===== src/rtl/counter_sequencer_pkg.sv =====
// Shared definitions for the LED counter sequencer: FSM encodings,
// button slot indices and a constant-width helper.
package counter_defs;

  typedef enum logic [1:0] {
    ST_IDLE  = 2'd0,
    ST_RUN   = 2'd1,
    ST_PAUSE = 2'd2
  } state_t;

  // Slot of each raw button in the packed synchronizer vectors
  localparam int B_RUN   = 0;
  localparam int B_DIR   = 1;
  localparam int B_CLR   = 2;
  localparam int B_LOAD  = 3;
  localparam int NUM_BTN = 4;

  // Bits needed to hold values 0..v-1
  function automatic int clog2(input int v);
    int r;
    r = 0;
    while ((1 << r) < v) r++;
    return r;
  endfunction

endpackage


===== src/rtl/counter_sequencer_tick_prescaler.sv =====
// Divide-by-DIV prescaler: counts while enabled, emits a one-cycle tick
// when it reaches DIV-1 and folds back to zero on the following edge.
module tick_prescaler
  import counter_defs::*;
#(
  parameter int DIV = 10
) (
  input  logic clk,
  input  logic rst,
  input  logic en,
  input  logic clr,
  output logic tick
);

  localparam int PW = clog2(DIV);
  localparam logic [PW-1:0] LAST = PW'(DIV - 1);

  if (DIV < 2) begin : g_div_chk
    $error("tick_prescaler: DIV must be >= 2");
  end

  logic [PW-1:0] cnt;

  assign tick = en && (cnt == LAST);

  // Count while enabled; hold when disabled so a pause resumes mid-period
  always_ff @(posedge clk) begin
    if (rst || clr)
      cnt <= '0;
    else if (en)
      cnt <= tick ? '0 : cnt + PW'(1);
  end

endmodule


===== src/rtl/counter_sequencer.sv =====
// Run/pause/direction/clear/load sequencer for the board LED counter.
// Raw buttons are synchronized and edge-detected here; the count register
// steps on the internally generated slow tick.
module counter_sequencer
  import counter_defs::*;
#(
  parameter int CLK_HZ  = 50_000_000,
  parameter int TICK_HZ = 1,
  parameter int WIDTH   = 4,
  parameter int WRAP    = 1
) (
  input  logic             clk,
  input  logic             rst,
  input  logic             btn_run,
  input  logic             btn_dir,
  input  logic             btn_clr,
  input  logic             btn_load,
  input  logic [WIDTH-1:0] sw_val,
  output logic [WIDTH-1:0] leds,
  output logic             running,
  output logic             dir_up,
  output logic             tick,
  output logic             limit
);

  localparam int DIV = CLK_HZ / TICK_HZ;
  localparam bit WRAP_EN = (WRAP != 0);
  localparam logic [WIDTH-1:0] MAXV = '1;
  localparam logic [WIDTH-1:0] ONE  = WIDTH'(1);

  // ---------------- button synchronizers / edge detect ----------------
  logic [NUM_BTN-1:0] btn_raw, sync1, sync2, dly, pulse;

  assign btn_raw = {btn_load, btn_clr, btn_dir, btn_run};
  assign pulse   = sync2 & ~dly;

  // Two-flop synchronizer plus one delay stage per button
  always_ff @(posedge clk) begin
    if (rst) begin
      sync1 <= '0;
      sync2 <= '0;
      dly   <= '0;
    end else begin
      sync1 <= btn_raw;
      sync2 <= sync1;
      dly   <= sync2;
    end
  end

  logic run_p, dir_p, clr_p, load_p;
  assign run_p  = pulse[B_RUN];
  assign dir_p  = pulse[B_DIR];
  assign clr_p  = pulse[B_CLR];
  assign load_p = pulse[B_LOAD];

  // ---------------- prescaler ----------------
  state_t state, state_nx;
  logic   tick_i;

  tick_prescaler #(.DIV(DIV)) u_presc (
    .clk  (clk),
    .rst  (rst),
    .en   (state == ST_RUN),
    .clr  ((state == ST_IDLE) && run_p),
    .tick (tick_i)
  );

  // ---------------- FSM + count register ----------------
  logic [WIDTH-1:0] leds_q, leds_nx;
  logic             dir_q, dir_nx;
  logic             at_lim, limit_c, sat;

  assign at_lim = dir_q ? (leds_q == MAXV) : (leds_q == '0);

  // Next state / count: clr > load > tick step > run toggle
  always_comb begin
    state_nx = state;
    leds_nx  = leds_q;
    dir_nx   = dir_q ^ dir_p;
    limit_c  = 1'b0;
    sat      = 1'b0;
    if (clr_p) begin
      leds_nx = '0;
    end else if (load_p) begin
      leds_nx = sw_val;
    end else if (tick_i) begin
      limit_c = at_lim;
      // Modulo arithmetic gives the wrap for free; saturation just holds
      if (WRAP_EN || !at_lim)
        leds_nx = dir_q ? leds_q + ONE : leds_q - ONE;
      else
        sat = 1'b1;
    end
    if (sat) begin
      state_nx = ST_IDLE;
    end else if (run_p) begin
      case (state)
        ST_IDLE:  state_nx = ST_RUN;
        ST_RUN:   state_nx = ST_PAUSE;
        ST_PAUSE: state_nx = ST_RUN;
        default:  state_nx = ST_IDLE;
      endcase
    end
  end

  // State, direction and count registers
  always_ff @(posedge clk) begin
    if (rst) begin
      state  <= ST_IDLE;
      leds_q <= '0;
      dir_q  <= 1'b1;
    end else begin
      state  <= state_nx;
      leds_q <= leds_nx;
      dir_q  <= dir_nx;
    end
  end

  assign leds    = leds_q;
  assign running = (state == ST_RUN);
  assign dir_up  = dir_q;
  assign tick    = tick_i;
  assign limit   = limit_c;

endmodule


===== config.mk =====
export PLATFORM = sky130hd
export DESIGN_NAME = counter_sequencer
export DESIGN_NICKNAME = d
export VERILOG_FILES = /design/src/rtl/counter_sequencer_pkg.sv /design/src/rtl/counter_sequencer_tick_prescaler.sv /design/src/rtl/counter_sequencer.sv
export SDC_FILE = /design/constraint.sdc
export NUM_CORES = 1
export LEC_CHECK = 0
export ABC_AREA = 1
export CAP_MARGIN = 20
export CELL_PAD_IN_SITES_DETAIL_PLACEMENT = 1
export CELL_PAD_IN_SITES_GLOBAL_PLACEMENT = 2
export CORE_MARGIN = 2
export CORE_UTILIZATION = 34
export DETAILED_ROUTE_END_ITERATION = 10
export GPL_TIMING_DRIVEN = 0
export MAX_ROUTING_LAYER = met4
export PLACE_DENSITY_LB_ADDON = 0.1
export SYNTH_ARGS = -nofsm -noshare
export SYNTH_HDL_FRONTEND = slang
export SYNTH_SLANG_ARGS = --single-unit

===== constraint.sdc =====
create_clock -name clk -period 2.27 [get_ports clk]
set_input_delay 0.227 -clock clk [delete_from_list [all_inputs] [get_ports clk]]
set_output_delay 0.227 -clock clk [all_outputs]
set_load 0.01 [all_outputs]

Word-level counts from Yosys, hierarchy flattened

Index checks and enable logic that the tools add are counted.

$add $sub $neg: 3
Eq/ne operators: 4
Mux-type cells: 9
Bitwise logic cells: 3
Reduce and logical (&&, ||, !) cells: 8

Operators with widths:

| cell                  | count |
|---|---|
| $add 26x1->26 const B | 1 |
| $eq 26x26->1 const B  | 1 |
| $mux 26               | 1 |
| $mux 4                | 3 |
| $add 4x1->4 const B   | 1 |
| $and 4x4->4           | 1 |
| $eq 4x4->1 const B    | 1 |
| $logic_not 4->1       | 1 |
| $mux 1                | 4 |
| $not 4->4             | 1 |
| $pmux 2 s2            | 1 |
| $reduce_or 2->1       | 2 |
| $sub 4x1->4 const B   | 1 |
| $eq 2x1->1 const B    | 1 |
| $eq 2x2->1 const B    | 1 |
| $logic_and 1x1->1     | 2 |
| $logic_not 2->1       | 1 |
| $reduce_bool 2->1     | 1 |
| $logic_or 1x1->1      | 1 |
| $xor 1x1->1           | 1 |

Flip-flop bits (word level): 45
Input port bits: 10
Output and inout port bits: 8
Word-level logic and storage cells: 34

Depth between registers and ports, before layout

Depth in word-level cells: 5
Gate-level depth with buffers: 11
Mapped depth without buffers: 11

Cells and area by module

From an unflattened synthesis, not the netlist that was laid out.

Cell total of the unflattened synthesis: 351
Area total of the unflattened synthesis: 2387.3 um^2

By module, submodules not included:

| module            | times used | cells each | area an instance (um^2) | sequential area each (um^2) |
|---|---|---|---|---|
| tick_prescaler    | 1          | 242        | 1570.3                  | 520.5 |
| counter_sequencer | 1          | 109        | 817.0                   | 380.4 |

Worst setup path before layout

OpenSTA, ideal clock, no wires.

Kind: register -> register
Start: register dir_q (netlist: dir_up)
End: register leds_q[3] (netlist: leds[3])
Setup time: 111 ps
Arrival: 1386 ps
Required time: 2159 ps
Slack: 773 ps
Cell stages (with the launch flop): 9
Buffers on the path: 0
Period minus slack after synthesis: 1497 ps
Path through: dfxtp_1 > inv_1 > ha_1 > a21oi_1 > nand3_1 > nand3_1 > nand2_1 > nor2_1 > nor2_1

Cells in the longest elaborated chain, start to end: 3

Ends and longest elaborated chain:

| item                     | RTL line                 | text |
|---|---|---|
| start: declaration       | counter_sequencer.sv:70  | `logic dir_q, dir_nx;` |
| start signal: assignment | counter_sequencer.sv:115 | `dir_q <= dir_nx;` |
| $mux 4                   | counter_sequencer.sv:90  | `leds_nx = dir_q ? leds_q + ONE : leds_q - ONE;` |
| $mux 4                   | counter_sequencer.sv:86  | `end else if (tick_i) begin` |
| $mux 4                   | counter_sequencer.sv:84  | `end else if (load_p) begin` |
| end signal: assignment   | counter_sequencer.sv:114 | `leds_q <= leds_nx;` |
| end: declaration         | counter_sequencer.sv:69  | `logic [WIDTH-1:0] leds_q, leds_nx;` |

Every way passes these cells. The select of a mux whose other input is x is not followed.
A chain may end at the register's enable or synchronous reset.

Worst setup path in the final report

Start: register u_presc.cnt[0]
End: output port limit

Cells in the longest elaborated chain, start to end: 5

Ends and longest elaborated chain:

| item                     | RTL line                               | text |
|---|---|---|
| start: declaration       | counter_sequencer_tick_prescaler.sv:22 | `logic [PW-1:0] cnt;` |
| start signal: assignment | counter_sequencer_tick_prescaler.sv:31 | `cnt <= tick ? '0 : cnt + PW'(1);` |
| $eq 26x26->1             | counter_sequencer_tick_prescaler.sv:24 | `assign tick = en && (cnt == LAST);` |
| $logic_and 1x1->1        | counter_sequencer_tick_prescaler.sv:24 |  |
| $mux 1                   | counter_sequencer.sv:86                |  |
| $mux 1                   | counter_sequencer.sv:84                |  |
| $mux 1                   | counter_sequencer.sv:82                | `if (clr_p) begin` |
| end: declaration         | counter_sequencer.sv:23                | `output logic limit` |

Every way passes these cells.

==> results.cfg <==
[die]
die_h_um = 86.24
dieArea_um2 = 7437
core_um2 = 6459
die_w_um = 86.24
rows = 29
ioPinCount = 18
start_util = 0.3561

[logic_synthesis]
postSynthCellCount = 346
syn_area_per_cell_um2 = 6.647
synthDistinctLibCells = 28
synth_nets = 360
yosys.area_share.xor_xnor = 0.01523
ys_ff_latch = 45
synthMuxAreaShare = 0
synth_fa_ha_area_frac = 0.02503
synthSimpleGateAreaFrac = 0.4037
syn-cell-area_um2 = 2300
synth-compound-area-share = 0.06039
ys_seq_area_frac = 0.3917
synth_warnings = 0
synth_top_family_by_area = simple AND/OR/NAND/NOR gates

[worst_setup_path]
arrival_ns = 1.82
startpoint_type = flip-flop
required_ns = 2.04
r2r_cells = 12
worstPathMaxFanout = 4
critPathKind = reg -> out
end_kind = output port

[finish]
antenna-diode-count = 0
nets = 386
multiInputGateArea_um2 = 1165
final-seq-area_um2 = 903.4
syn_to_final_growth_pct = 16.54
fin_area_um2 = 2680
final_layout_size_suffix_gt1_frac = 0.08847
fillers = 865
final_cells = 450

[global_route]
gr-total-overflow = 0
grtUsageMet3 = 0.03143
grt_usage = 0.1709
grt_max_degree = 18
antenna_found_initial = 0
grt_pass1_wl_mm = 9.818
grt_pass1_vias = 2126
gr-max-usage-layer = met2
met1_usage = 0.2348
met2_usage = 0.2636

[timing]
tns_ns = 0
setup_ws_ns = 0.2271
maxSlewViolCount = 0
slew_headroom = 0.6504
fin_worst_skew_ns = 0.006701
tightest_slew_ns = 0.5220
finalHoldViolations = 0
rsz0062_at_grt = false
finalCriticalPeriod_ns = 2.043
post-route-period-util = 0.9000
fmax_mhz = 489.5
setup_viol = 0

[clock_network]
postCtsHoldBufs = 0
clkLatencyLatePin_ns = 0.30
h-tree-depth = 2
cts_root_buf = clkbuf_8
cts_tree = built
cts.sinks = 45
cts_max_path_buffers = 2
clk_pin_slew_worst_paths_ns = 0.10
numCtsBuffers = 5

[detailed_routing]
drt-initial-drc-count = 75
antenna_left = 0
wirelength_mm = 5.632
vias_per_cell = 4.711
num_vias = 2120
first_pass_iters = 4
wl_per_cell_um = 12.52
drc = 0

[pwr]
p_total_w = 0.001474
p_leak_nw = 1.079
power_density_nw_per_um2 = 550.0
peakVddDrop_mv = 0.3183

[min_path]
min_path_type = reg -> reg
holdPathStages = 2

[flow_run]
maxCapViolCount = 0

[placed_design]
gp_congestion = 0.7794
pre_cts_slack_ns = 0.1504
dp_hpwl_mm = 4.508
placedCellCount = 440
port_buffers = 17
placed_area_um2 = 2566

[status]
status = complete, no violations
-- layout make-up --
| class | count | area share |
|---|---|---|
| Inverter | 56 | 0.07937 |
| Clock buffer | 5 | 0.02568 |
| Clock inverter | 3 | 0.01074 |
| Buffer | 3 | 0.009804 |
| Timing Repair Buffer | 19 | 0.06676 |
| Tap cell | 77 | 0.03595 |
| Multi-Input combinational cell | 242 | 0.4346 |
| Sequential cell | 45 | 0.3371 |
-- final timing paths --
kind,from,endpoint,slack (ns)
worst max register to register,u_presc.cnt[0]$_SDFFE_PP0P_,u_presc.cnt[21]$_SDFFE_PP0P_,0.50
worst min register to register,sync1[2]$_SDFF_PP0_,sync2[2]$_SDFF_PP0_,0.41
worst min-delay path,sync1[2]$_SDFF_PP0_,sync2[2]$_SDFF_PP0_,0.41
worst max-delay path,u_presc.cnt[0]$_SDFFE_PP0P_,limit,0.23
-- cells in the final DEF (no fill, tap or decap), drive strengths merged --
cell,n
o22ai,2
a211oi,1
fa,1
xor2,4
o21ai,13
clkbuf,7
nand4,5
nor4,2
a21o,1
ha,3
nor3,11
nand3,25
a31oi,1
a21oi,8
dfxtp,45
nand2,79
nor3b,2
buf,4
nand3b,2
nor2,82
dlygate4sd2,1
inv,59
clkdlybuf4s50,15
-- worst max-delay path, cell delays in order, from the launching register on --
cell	delay [ns]
dfxtp_2	0.37
ha_1	0.18
inv_1	0.05
nor2_2	0.11
inv_1	0.07
nor2_4	0.13
nand4_1	0.15
buf_4	0.18
nor2_1	0.13
clkbuf_2	0.15
-- stage by stage --
step / hold WS [ns] / utilization
after detailed placement: 0.4016 / 0.3973
after global placement: 0.3917 / 0.3973
final: 0.4115 / 0.4150
after CTS: 0.4149 / 0.4151
after global routing: 0.4282 / 0.4150
after floorplan: 0.2961 / -
-- cells by family (layout without fill, tap and decap cells) --
group | Yosys count | count (layout)
flops | 45 | 45
fa+ha+maj | 4 | 4
xor+xnor | 4 | 4
simple gates | 208 | 208
buf+inv | 59 | 86
compound gates | 26 | 26
-- synthesized netlist by cell type (all sizes together) --
master | number | area share
nor2 | 82 | 0.15
nand2 | 79 | 0.14
inv | 56 | 0.092
dfxtp | 45 | 0.39
nand3 | 25 | 0.060
o21ai | 13 | 0.028
nor3 | 11 | 0.026
a21oi | 8 | 0.017
nand4 | 5 | 0.014
xor2 | 4 | 0.015
ha | 3 | 0.016
buf | 2 | 0.0098
nand3b | 2 | 0.0065
nor3b | 2 | 0.0065
nor4 | 2 | 0.0054
o22ai | 2 | 0.0054
a211oi | 1 | 0.0033
a21o | 1 | 0.0033
a31oi | 1 | 0.0027
clkbuf | 1 | 0.0016
fa | 1 | 0.0087
-- metal layers --
layer | wire length (µm) | vias to the layer above
li1 | - | 1120
met1 | 2962 | 984
met5 | 0 | -
met2 | 2552 | 14
met3 | 88 | 2
met4 | 29 | 0
-- power breakdown --
| part | internal (W) | switching, W |
|---|---|---|
| Combinational | 0.0000498 | 0.0000637 |
| Clock | 0.000233 | 0.000312 |
| Sequential | 0.000805 | 0.0000110 |
-- sequential cells by signal, summed over array words and instances (netlist names) --
| register | cells |
|---|---|
| u_presc.cnt | 26 |
| dly | 4 |
| leds | 4 |
| state | 2 |
| sync1 | 4 |
| dir_up | 1 |
| sync2 | 4 |
-- timing repair --
action	in CTS	in global routing
setup endpoints to repair	2	1
pin swaps	3	0
gates resized for setup	5	3
setup buffers	2	0
Power figures use the tool's default switching activity.
